<file path="src/rtl/friscv_rv32i_dmem_axil_bridge_pkg.sv">
// Shared definitions for the RV32I data-memory to AXI4-lite bridge:
// AXI response encodings and the bridge FSM state type.
package friscv_h;

  localparam logic [1:0] RESP_OKAY   = 2'b00;
  localparam logic [1:0] RESP_EXOKAY = 2'b01;
  localparam logic [1:0] RESP_SLVERR = 2'b10;
  localparam logic [1:0] RESP_DECERR = 2'b11;

  typedef enum logic [2:0] {
    ST_IDLE,
    ST_WR_REQ,
    ST_WR_RESP,
    ST_RD_REQ,
    ST_RD_RESP,
    ST_DONE
  } bridge_state_t;

endpackage

</file>
<file path="src/rtl/friscv_rv32i_dmem_axil_bridge.sv">
// Converts single-beat load/store requests from the RV32I LSU into AXI4-lite
// master transactions, one outstanding at a time, with every output registered.
module friscv_rv32i_dmem_axil_bridge
  import friscv_h::*;
#(
  parameter int ADDRW = 16,
  parameter int XLEN  = 32
) (
  input  logic                aclk,
  input  logic                aresetn,
  input  logic                srst,
  input  logic                mem_en,
  input  logic                mem_wr,
  input  logic [ADDRW-1:0]    mem_addr,
  input  logic [XLEN-1:0]     mem_wdata,
  input  logic [XLEN/8-1:0]   mem_strb,
  output logic [XLEN-1:0]     mem_rdata,
  output logic                mem_ready,
  output logic                mem_err,
  output logic                awvalid,
  input  logic                awready,
  output logic [ADDRW-1:0]    awaddr,
  output logic [2:0]          awprot,
  output logic                wvalid,
  input  logic                wready,
  output logic [XLEN-1:0]     wdata,
  output logic [XLEN/8-1:0]   wstrb,
  input  logic                bvalid,
  output logic                bready,
  input  logic [1:0]          bresp,
  output logic                arvalid,
  input  logic                arready,
  output logic [ADDRW-1:0]    araddr,
  output logic [2:0]          arprot,
  input  logic                rvalid,
  output logic                rready,
  input  logic [XLEN-1:0]     rdata,
  input  logic [1:0]          rresp
);

  bridge_state_t            state_q,     state_d;
  logic                     awvalid_q,   awvalid_d;
  logic                     wvalid_q,    wvalid_d;
  logic                     bready_q,    bready_d;
  logic                     arvalid_q,   arvalid_d;
  logic                     rready_q,    rready_d;
  logic                     mem_ready_q, mem_ready_d;
  logic                     mem_err_q,   mem_err_d;
  logic [XLEN-1:0]          mem_rdata_q, mem_rdata_d;
  logic [ADDRW-1:0]         addr_q,      addr_d;
  logic [XLEN-1:0]          wdata_q,     wdata_d;
  logic [XLEN/8-1:0]        strb_q,      strb_d;

  always_comb begin
    // NOTE: every _d gets a default first so no path through the case infers a latch.
    state_d     = state_q;
    awvalid_d   = awvalid_q;
    wvalid_d    = wvalid_q;
    bready_d    = bready_q;
    arvalid_d   = arvalid_q;
    rready_d    = rready_q;
    mem_ready_d = 1'b0;
    mem_err_d   = 1'b0;
    mem_rdata_d = mem_rdata_q;
    addr_d      = addr_q;
    wdata_d     = wdata_q;
    strb_d      = strb_q;

    case (state_q)
      ST_IDLE: begin
        if (mem_en) begin
          addr_d  = mem_addr;
          wdata_d = mem_wdata;
          strb_d  = mem_strb;
          if (mem_wr) begin
            awvalid_d = 1'b1;
            wvalid_d  = 1'b1;
            state_d   = ST_WR_REQ;
          end else begin
            arvalid_d = 1'b1;
            state_d   = ST_RD_REQ;
          end
        end
      end
      ST_WR_REQ: begin
        // AW and W channels retire independently; move on once both have.
        awvalid_d = awvalid_q & ~awready;
        wvalid_d  = wvalid_q & ~wready;
        if (!awvalid_d && !wvalid_d) begin
          bready_d = 1'b1;
          state_d  = ST_WR_RESP;
        end
      end
      ST_WR_RESP: begin
        if (bvalid) begin
          bready_d    = 1'b0;
          mem_err_d   = (bresp != RESP_OKAY);
          mem_ready_d = 1'b1;
          state_d     = ST_DONE;
        end
      end
      ST_RD_REQ: begin
        if (arready) begin
          arvalid_d = 1'b0;
          rready_d  = 1'b1;
          state_d   = ST_RD_RESP;
        end
      end
      ST_RD_RESP: begin
        if (rvalid) begin
          rready_d    = 1'b0;
          mem_rdata_d = rdata;
          mem_err_d   = (rresp != RESP_OKAY);
          mem_ready_d = 1'b1;
          state_d     = ST_DONE;
        end
      end
      // The finished request is still on mem_en here, so it must not be re-sampled.
      ST_DONE: state_d = ST_IDLE;
      default: state_d = ST_IDLE;
    endcase
  end

  // NOTE: sequential state uses non-blocking assignments so all flops update together.
  always_ff @(posedge aclk or negedge aresetn) begin
    if (!aresetn) begin
      state_q     <= ST_IDLE;
      awvalid_q   <= 1'b0;
      wvalid_q    <= 1'b0;
      bready_q    <= 1'b0;
      arvalid_q   <= 1'b0;
      rready_q    <= 1'b0;
      mem_ready_q <= 1'b0;
      mem_err_q   <= 1'b0;
      mem_rdata_q <= '0;
      addr_q      <= '0;
      wdata_q     <= '0;
      strb_q      <= '0;
    end else if (srst) begin
      state_q     <= ST_IDLE;
      awvalid_q   <= 1'b0;
      wvalid_q    <= 1'b0;
      bready_q    <= 1'b0;
      arvalid_q   <= 1'b0;
      rready_q    <= 1'b0;
      mem_ready_q <= 1'b0;
      mem_err_q   <= 1'b0;
      mem_rdata_q <= '0;
      addr_q      <= '0;
      wdata_q     <= '0;
      strb_q      <= '0;
    end else begin
      state_q     <= state_d;
      awvalid_q   <= awvalid_d;
      wvalid_q    <= wvalid_d;
      bready_q    <= bready_d;
      arvalid_q   <= arvalid_d;
      rready_q    <= rready_d;
      mem_ready_q <= mem_ready_d;
      mem_err_q   <= mem_err_d;
      mem_rdata_q <= mem_rdata_d;
      addr_q      <= addr_d;
      wdata_q     <= wdata_d;
      strb_q      <= strb_d;
    end
  end

  assign mem_rdata = mem_rdata_q;
  assign mem_ready = mem_ready_q;
  assign mem_err   = mem_err_q;
  assign awvalid   = awvalid_q;
  assign awaddr    = addr_q;
  assign awprot    = 3'b000;
  assign wvalid    = wvalid_q;
  assign wdata     = wdata_q;
  assign wstrb     = strb_q;
  assign bready    = bready_q;
  assign arvalid   = arvalid_q;
  assign araddr    = addr_q;
  assign arprot    = 3'b000;
  assign rready    = rready_q;

endmodule

</file>
<file path="config.mk">
export PLATFORM = sky130hd
export DESIGN_NAME = friscv_rv32i_dmem_axil_bridge
export DESIGN_NICKNAME = d
export VERILOG_FILES = /design/src/rtl/friscv_rv32i_dmem_axil_bridge_pkg.sv /design/src/rtl/friscv_rv32i_dmem_axil_bridge.sv
export SDC_FILE = /design/constraint.sdc
export NUM_CORES = 1
export LEC_CHECK = 0
export ABC_AREA = 1
export CAP_MARGIN = 10
export CORE_UTILIZATION = 35
export CTS_CLUSTER_SIZE = 12
export DETAILED_ROUTE_END_ITERATION = 10
export GPL_TIMING_DRIVEN = 0
export HOLD_SLACK_MARGIN = 0.12
export PLACE_DENSITY = 0.71
export SYNTH_ARGS = -nofsm -noshare
export SYNTH_HDL_FRONTEND = slang
export SYNTH_SLANG_ARGS = --single-unit
</file>
<file path="constraint.sdc">
create_clock -name aclk -period 1.7 [get_ports aclk]
set_clock_uncertainty 0.1 [all_clocks]
set_input_delay 0.17 -clock aclk [delete_from_list [all_inputs] [get_ports aclk]]
set_output_delay 0.17 -clock aclk [all_outputs]
set_load 0.03 [all_outputs]
</file>
# --- Yosys cells after proc, flatten, opt, wreduce, memory -nomap -nowiden ---
# Cells that the tools add are included.
word_totals:
  regBits: 94
  input_bits: 98
  wordCells: 95
  out_inout_bits: 113
classes:
  n_eq_ne: 11
  muxes: 47
  reduce_logical: 21
  n_bitwise: 4
ops:
  columns: ["cell", "n"]
  rows:
  - ["$mux W32", 6]
  - ["$mux W16", 3]
  - ["$ne A3 B3 Y1 const B", 7]
  - ["$mux W1", 20]
  - ["$mux W3", 6]
  - ["$pmux W3 S5", 1]
  - ["$pmux W1 S2", 7]
  - ["$mux W4", 3]
  - ["$reduce_bool A2 Y1", 6]
  - ["$reduce_bool A3 Y1", 4]
  - ["$reduce_and A3 Y1", 3]
  - ["$eq A3 B2 Y1 const B", 2]
  - ["$reduce_and A5 Y1", 1]
  - ["$reduce_and A2 Y1", 2]
  - ["$reduce_and A4 Y1", 1]
  - ["$eq A3 B1 Y1 const B", 1]
  - ["$eq A3 B3 Y1 const B", 1]
  - ["$logic_not A3 Y1", 1]
  - ["$and A1 B1 Y1", 2]
  - ["$logic_not A1 Y1", 2]
  - ["$mux W2", 1]
  - ["$not A1 Y1", 2]
  - ["$logic_and A1 B1 Y1", 1]

# --- Depth between registers and ports, before layout ---
# Gate-level depths: netlist of run 1.
logic_depth:
  depth_word: 7
  mapped_depth: 9
  ltp_nobuf: 8

# --- Worst setup path after synthesis of run 1 ---
# OpenSTA, ideal clock, no wires.
synth_path:
  path_type: "register to register"
  startpoint: "reg state_q[2]"
  endpoint: "reg wdata_q[10], in the netlist wdata[10]"
  n_path_buf: 2
  required_ps: 1528
  setup_slack_ps: 391
  t_arrival_ps: 1137
  path_stages_with_launch: 10
  path_cell_list: "dfrtp_1 > buf_6 > clkinv_2 > nand2_4 > nor2_4 > nand2_4 > inv_4 > buf_6 > o21ai_0 > nor2_1"
synth_via:
  elab_chain_cells: 3
synth_rtl:
  columns: ["element", "line", "source"]
  rows:
  - ["from (decl)", "friscv_rv32i_dmem_axil_bridge.sv:41", "bridge_state_t state_q, state_d;"]
  - ["from (signal assigned)", "friscv_rv32i_dmem_axil_bridge.sv:153", "state_q <= state_d;"]
  - ["$logic_not A3 Y1", "friscv_rv32i_dmem_axil_bridge.sv:69", "case (state_q)"]
  - ["$reduce_bool A2 Y1 (no line)", null, null]
  - ["$reduce_and A2 Y1 (no line)", null, null]
  - ["to (signal assigned)", "friscv_rv32i_dmem_axil_bridge.sv:163", "wdata_q <= wdata_d;"]
  - ["to (decl)", "friscv_rv32i_dmem_axil_bridge.sv:51", "logic [XLEN-1:0] wdata_q, wdata_d;"]
# Every way passes these cells.
# A chain may end at the register's enable or synchronous reset.

# --- Worst setup path after layout of run 1 ---
layout_path:
  startpoint: "reg mem_rdata_q[28], in the netlist mem_rdata[28]"
  endpoint: "out mem_rdata[28]"
layout_lines:
  columns: ["element", "line", "source"]
  rows:
  - ["from (decl)", "friscv_rv32i_dmem_axil_bridge.sv:49", "logic [XLEN-1:0] mem_rdata_q, mem_rdata_d;"]
  - ["from (signal assigned)", "friscv_rv32i_dmem_axil_bridge.sv:161", "mem_rdata_q <= mem_rdata_d;"]
  - ["to (decl)", "friscv_rv32i_dmem_axil_bridge.sv:17", "output logic [XLEN-1:0] mem_rdata,"]
# No word-level cell between the ends.

==> impl_metrics.py, run 1 <==
metrics = {
    "worst_setup_path": {
        "worstSetupStartpointType": "flop",
        "setup.worst_path.class": "flop to primary output",
        "cp.depth": 1,
        "max_stage_delay_ns": 0.70,
        "rr_startpoint": "state_q[2]",
        "worstPathRequired_ns": 1.43,
        "worstPathArrival_ns": 1.40,
        "path_max_fanout": 2,
        "cp_top_family": "buffers and inverters",
        "cp-end-kind": "primary output",
        "path_cells": "clkdlybuf4s50_1",
        "critical_path_buf_inv_count": 1,
        "reg2reg_to": "wdata[9]",
        "reg2reg_depth": 9,
        "cp_slowest_cell": "clkdlybuf4s50_1",
        "startpoint": "mem_rdata[28]",
        "reg2reg_slack_ns": 0.16,
        "endpoint": "mem_rdata[28]",
    },
    "yosys": {
        "syn_area_per_cell_um2": 8.75,
        "ys.flop_type": "dfrtp_1",
        "synth_area_leaders": "dfrtp_1, nand3_1, nand2_1",
        "synth_warnings": 0,
        "postSynth.asyncResetShare": 1.00,
        "synth-edff-count": 0,
        "syn-instance-count": 482,
        "yosysTopAreaCell": "dfrtp_1",
        "synth.distinct_cells": 28,
        "syn_area_um2": 4220,
        "ys_ff_latch": 94,
        "ys_seq_area_frac": 0.558,
        "synth_top_area_share": 0.558,
    },
    "sta": {
        "rsz0062_at_grt": "false",
        "setup_ws_ns": 0.0346,
        "timing.final.crit_period_ns": 1.67,
        "max_freq_mhz": 600,
        "period_share": 0.980,
        "slew_viol_final": 0,
        "finalSetupViolCount": 0,
        "slew-limit-headroom": 0.606,
        "hold_viol": 0,
        "worstMarginPinSlew_ns": 0.591,
        "finalSetupTns_ns": 0,
    },
    "power": {
        "peakVddDrop_v": 0.000782,
        "power_density_nw_per_um2": 1360,
        "p_leak_nw": 3.66,
    },
    "drt": {
        "num_vias": 4110,
        "ant_nets": 0,
        "wl_per_cell_um": 15.1,
        "drc_errors": 19,
        "wl_mm": 12.9,
        "firstDrtPassIters": 9,
        "viasPerCell": 4.84,
        "drtIter0Drc": 230,
    },
    "floorplan": {
        "rows": 39,
        "die_h_um": 112,
        "fp.coreArea_um2": 11600,
        "start_util": 0.365,
        "die_area_um2": 12500,
        "die_width_um": 112,
        "io-pin-count": 211,
    },
    "clocking": {
        "cts_tree": "yes",
        "cts_max_level": 3,
        "cts_root_buffer": "clkbuf_16",
        "cts_num_sinks": 94,
        "cts.clk_slew.worst_paths_ns": 0.06,
        "cts_inserted_buffers": 9,
        "clk_latency_ns": 0.34,
        "postCtsSetupBuffers": 0,
        "cts_buffer_depth": 2,
    },
    "cells_and_area": {
        "syn_to_final_growth_pct": 61.1,
        "nets": 802,
        "n_antenna_cell": 0,
        "final_common_cell": "clkdlybuf4s50_1",
        "drive_gt1_frac": 0.0962,
        "final_cell_mix": "clkdlybuf4s50_1, nand3_1, nand2_1",
        "finish.instance_area_um2": 6790,
    },
    "global_route": {
        "grt_max_degree": 54,
        "grt-ovfl-total": 0,
        "grt_pass1_vias": 4048,
        "grt_use_total": 0.206,
        "grt_pass1_wl_mm": 20.2,
        "antenna_found_initial": 0,
    },
    "placed_design": {
        "dpl.hpwl_mm": 9.45,
        "io_buffers": 204,
        "place_congestion": 0.882,
        "placed_area_um2": 6480,
        "place_ws_ns": -0.316,
    },
    "run_status": {
        "status": "complete, but fails checks",
        "violations": "design-rule violations",
    },
    "flow_run": {
        "maxCapViolCount": 0,
    },
    "min_path": {
        "min_path_type": "input pin to async pin",
    },
}
sequential cells by signal, summed over array words and instances, names as in the netlist:
register and count:
mem_rdata 32, wdata 32, araddr 16, wstrb 4
state_q 3, arvalid 1, awvalid 1, bready 1
mem_err 1, mem_ready 1, rready 1, wvalid 1
repair_timing:
action	in CTS	in global routing
endpoints found under the setup margin	20	32
hold buffers	1	0
resized for setup	20	24
hold endpoints to repair	41	0
report_power, final:
group / internal, mW / switching (mW) / leakage (nW)
clock network: 1.12 / 0.804 / 0.132
logic: 1.71 / 2.58 / 2.26
registers: 2.72 / 0.324 / 1.28
per-layer routing:
metal  vias up  GRT usage  part of all wire  routed length (µm)
met5         -          0                 0                   0
met4         0     0.0414            0.0031                  40
met3         2     0.0751             0.077                 986
met2       156      0.354              0.49                6360
met1      1964      0.248              0.43                5470
li1       1988          -                 -                   -
layout make-up:
| cell class | count | area (µm²) |
|---|---|---|
| repair buffers | 206 | 2110 |
| plain buffers | 54 | 359 |
| fillers | 1018 | 4770 |
| flip-flops and latches | 94 | 2350 |
| multi-input cells | 324 | 1470 |
| clock buffers | 12 | 236 |
| clock inverters | 2 | 35.0 |
| inverters | 15 | 60.1 |
| well taps | 143 | 179 |
through the flow:
stage               cells   util  power, mW  hold slack, ns
CTS                   850  0.583       9.37           0.276
global route          850  0.587       9.77           0.289
global placement      834  0.558       7.41           0.391
finish                850  0.587       9.26           0.278
detailed placement    835  0.560       7.49           0.104
floorplan             487      -       5.68          -0.226
synthesized netlist by cell type, types with 6 or more instances:
library cell  instances
inv_1                11
nand3_1              97
buf_4                25
dfrtp_1              94
nor2_1               62
clkbuf_1              9
buf_2                13
buf_6                 6
nand2_1              95
o21ai_0              12
a21oi_1              19
o21ai_1              18
how the worst min path moves through the flow:
stage | to | slack, ns | cells after the start
finish | araddr[6] | 0.28 | 2
floorplan | araddr[0] | -0.23 | 0
global placement | mem_rdata[29] | 0.39 | 2
detailed placement | araddr[6] | 0.10 | 1
CTS | mem_rdata[27] | 0.28 | 3
global route | araddr[3] | 0.29 | 3
cell families (layout without fill, tap and decap cells):
family / Yosys count / after routing / share of synthesized area
compound gates: 53 / 53 / 0.0653
buf+inv: 69 / 289 / 0.0991
flops: 94 / 94 / 0.558
other cells: 1 / 6 / 0.000889
simple gates: 265 / 265 / 0.277
Note: power is estimated with default switching activity, not from simulation.
==> run 2: changes to the inputs <==
Settings changed: CTS_CLUSTER_DIAMETER set to 50, SETUP_SLACK_MARGIN set to 0.15.
==> run 2 against run 1 <==
  * Cell count up 0.94%
  * Critical path depth up 8
  * Routed wire length grew 1.2%
  * Clock power about the same
  * Die area did not move
  * Via count grew 1.1%
  * Utilization up 0.26 points
  * Highest routed layer is now met3
  * The flow still finishes with violations (design-rule violations)
==> impl_metrics.py, run 2 (synthesized netlist as in run 1, its figures left out) <==
metrics = {
    "placed_design": {
        "dpl.hpwl_mm": 9.45,
        "dp.cells": 835,
        "place_congestion": 0.882,
        "io_buffers": 204,
        "place_ws_ns": -0.316,
    },
    "power": {
        "p_leak_nw": 3.76,
        "seq_power_share": 0.325,
        "peakVddDrop_v": 0.000839,
        "p_sw_mw": 3.82,
        "netSwitchingFraction": 0.408,
        "power_mw": 9.37,
        "combPwrFrac": 0.470,
        "p_int_mw": 5.55,
        "clockPowerShare": 0.205,
        "power_density_nw_per_um2": 1370,
    },
    "worst_setup_path": {
        "setup.worst_path.class": "flop to flop",
        "worstPathArrival_ns": 1.68,
        "rr_startpoint": "state_q[2]",
        "cp-end-kind": "flop",
        "reg2reg_depth": 9,
        "worstSetupStartpointType": "flop",
        "path_max_fanout": 9,
        "worstPathRequired_ns": 1.86,
        "reg2reg_to": "wdata[9]",
        "reg2reg_slack_ns": 0.18,
    },
    "sta": {
        "timing.final.crit_period_ns": 1.52,
        "timing.hold.ws_ns": 0.280,
        "period_share": 0.894,
        "worstMarginPinSlew_ns": 0.591,
        "setup_ws_ns": 0.179,
        "finalSetupTns_ns": 0,
        "max_freq_mhz": 658,
        "hold_viol": 0,
        "rsz0062_at_grt": "true",
        "slew_viol_final": 0,
        "slew-limit-headroom": 0.606,
        "finalSetupViolCount": 0,
    },
    "clocking": {
        "cts_tree": "yes",
        "cts_root_buffer": "clkbuf_16",
        "clk_latency_ns": 0.34,
        "cts_num_sinks": 94,
        "cts_buffer_depth": 2,
        "cts.clk_slew.worst_paths_ns": 0.06,
        "cts_inserted_buffers": 9,
        "cts_max_level": 3,
    },
    "drt": {
        "firstDrtPassIters": 10,
        "num_vias": 4157,
        "wl_per_cell_um": 15.2,
        "ant_nets": 0,
        "viasPerCell": 4.84,
        "drc_errors": 18,
        "drtIter0Drc": 220,
        "wl_mm": 13.0,
    },
    "flow_run": {
        "maxCapViolCount": 0,
    },
    "floorplan": {
        "io-pin-count": 211,
        "die_area_um2": 12500,
        "start_util": 0.365,
        "die_width_um": 112,
        "rows": 39,
        "fp.coreArea_um2": 11600,
        "die_h_um": 112,
    },
    "global_route": {
        "antenna_found_initial": 0,
        "grt_max_degree": 54,
        "grt_pass1_wl_mm": 20.3,
        "grt-ovfl-total": 0,
        "grt_use_total": 0.207,
        "grt_pass1_vias": 4056,
    },
    "cells_and_area": {
        "final_cells": 858,
        "drive_gt1_frac": 0.127,
        "n_antenna_cell": 0,
        "nets": 810,
        "final_cell_mix": "dlygate4sd2_1, nand3_1, clkdlybuf4s50_1",
        "num-fill-cells": 1040,
        "final_common_cell": "dlygate4sd2_1",
        "syn_to_final_growth_pct": 61.8,
    },
    "min_path": {
        "min_path_type": "input pin to async pin",
    },
    "run_status": {
        "violations": "design-rule violations",
        "status": "complete, but fails checks",
    },
}
-- run 2: final cells by class --
type / count / area (µm²) / area share
Clock buffer: 12 / 236 / 0.0347
Multi-Input combinational cell: 324 / 1510 / 0.221
Buffer: 54 / 397 / 0.0581
Timing Repair Buffer: 214 / 2040 / 0.299
Inverter: 15 / 73.8 / 0.0108
Clock inverter: 2 / 35.0 / 0.00513
Tap cell: 143 / 179 / 0.0262
Sequential cell: 94 / 2350 / 0.345
-- run 2: how the worst max path moves through the flow --
stage	from	endpoint	slack, ns	depth (start not counted)
2_1_floorplan	state_q[2]	wdata[10]	0.39	9
3_3_place_gp	aresetn	wdata[4]	-3.16	1
3_5_place_dp	srst	wdata[30]	-0.32	6
4_1_cts	state_q[0]	mem_rdata[23]	0.15	6
5_1_grt	state_q[2]	wdata[1]	0.09	9
6_report	state_q[2]	wdata[9]	0.18	9
-- run 2: critical path, stage by stage, from the launching register on --
cell,delay [ns]
dfrtp_1,0.37
buf_6,0.13
inv_4,0.06
nand2_4,0.07
nor2_4,0.18
nand2_8,0.11
clkinv_8,0.12
buf_8,0.12
o21ai_1,0.05
nor2_1,0.12
-- run 2: routing by layer --
metal | wire [µm] | vias to the layer above | GRT usage
met5 | 0 | - | 0
met4 | 0 | 0 | 0.0405
met3 | 1060 | 0 | 0.0746
met2 | 6530 | 163 | 0.357
met1 | 5430 | 1987 | 0.249
li1 | - | 2007 | -
-- run 2: through the flow --
stage	area, µm²	util
2_1_floorplan	4240	-
3_3_place_gp	6460	0.558
3_5_place_dp	6480	0.560
4_1_cts	6640	0.574
5_1_grt	6820	0.590
6_report	6820	0.590
-- run 2: power by group through the flow --
stage	clock network, mW	logic [mW]	registers (mW)
3_3_place_gp	0	4.35	3.06
5_1_grt	2.07	4.73	3.10
6_report	1.92	4.41	3.04
4_1_cts	1.98	4.05	3.03
2_1_floorplan	0	1.73	3.95
3_5_place_dp	0	4.41	3.08
-- run 2: repair_timing --
item,4_1_cts,5_1_grt
pin swaps,0,5
setup buffers,0,6
hold buffers,1,0
setup endpoints to repair,129,81
gates resized for setup,110,45
gates cloned,0,2
endpoints found under the hold margin,41,0
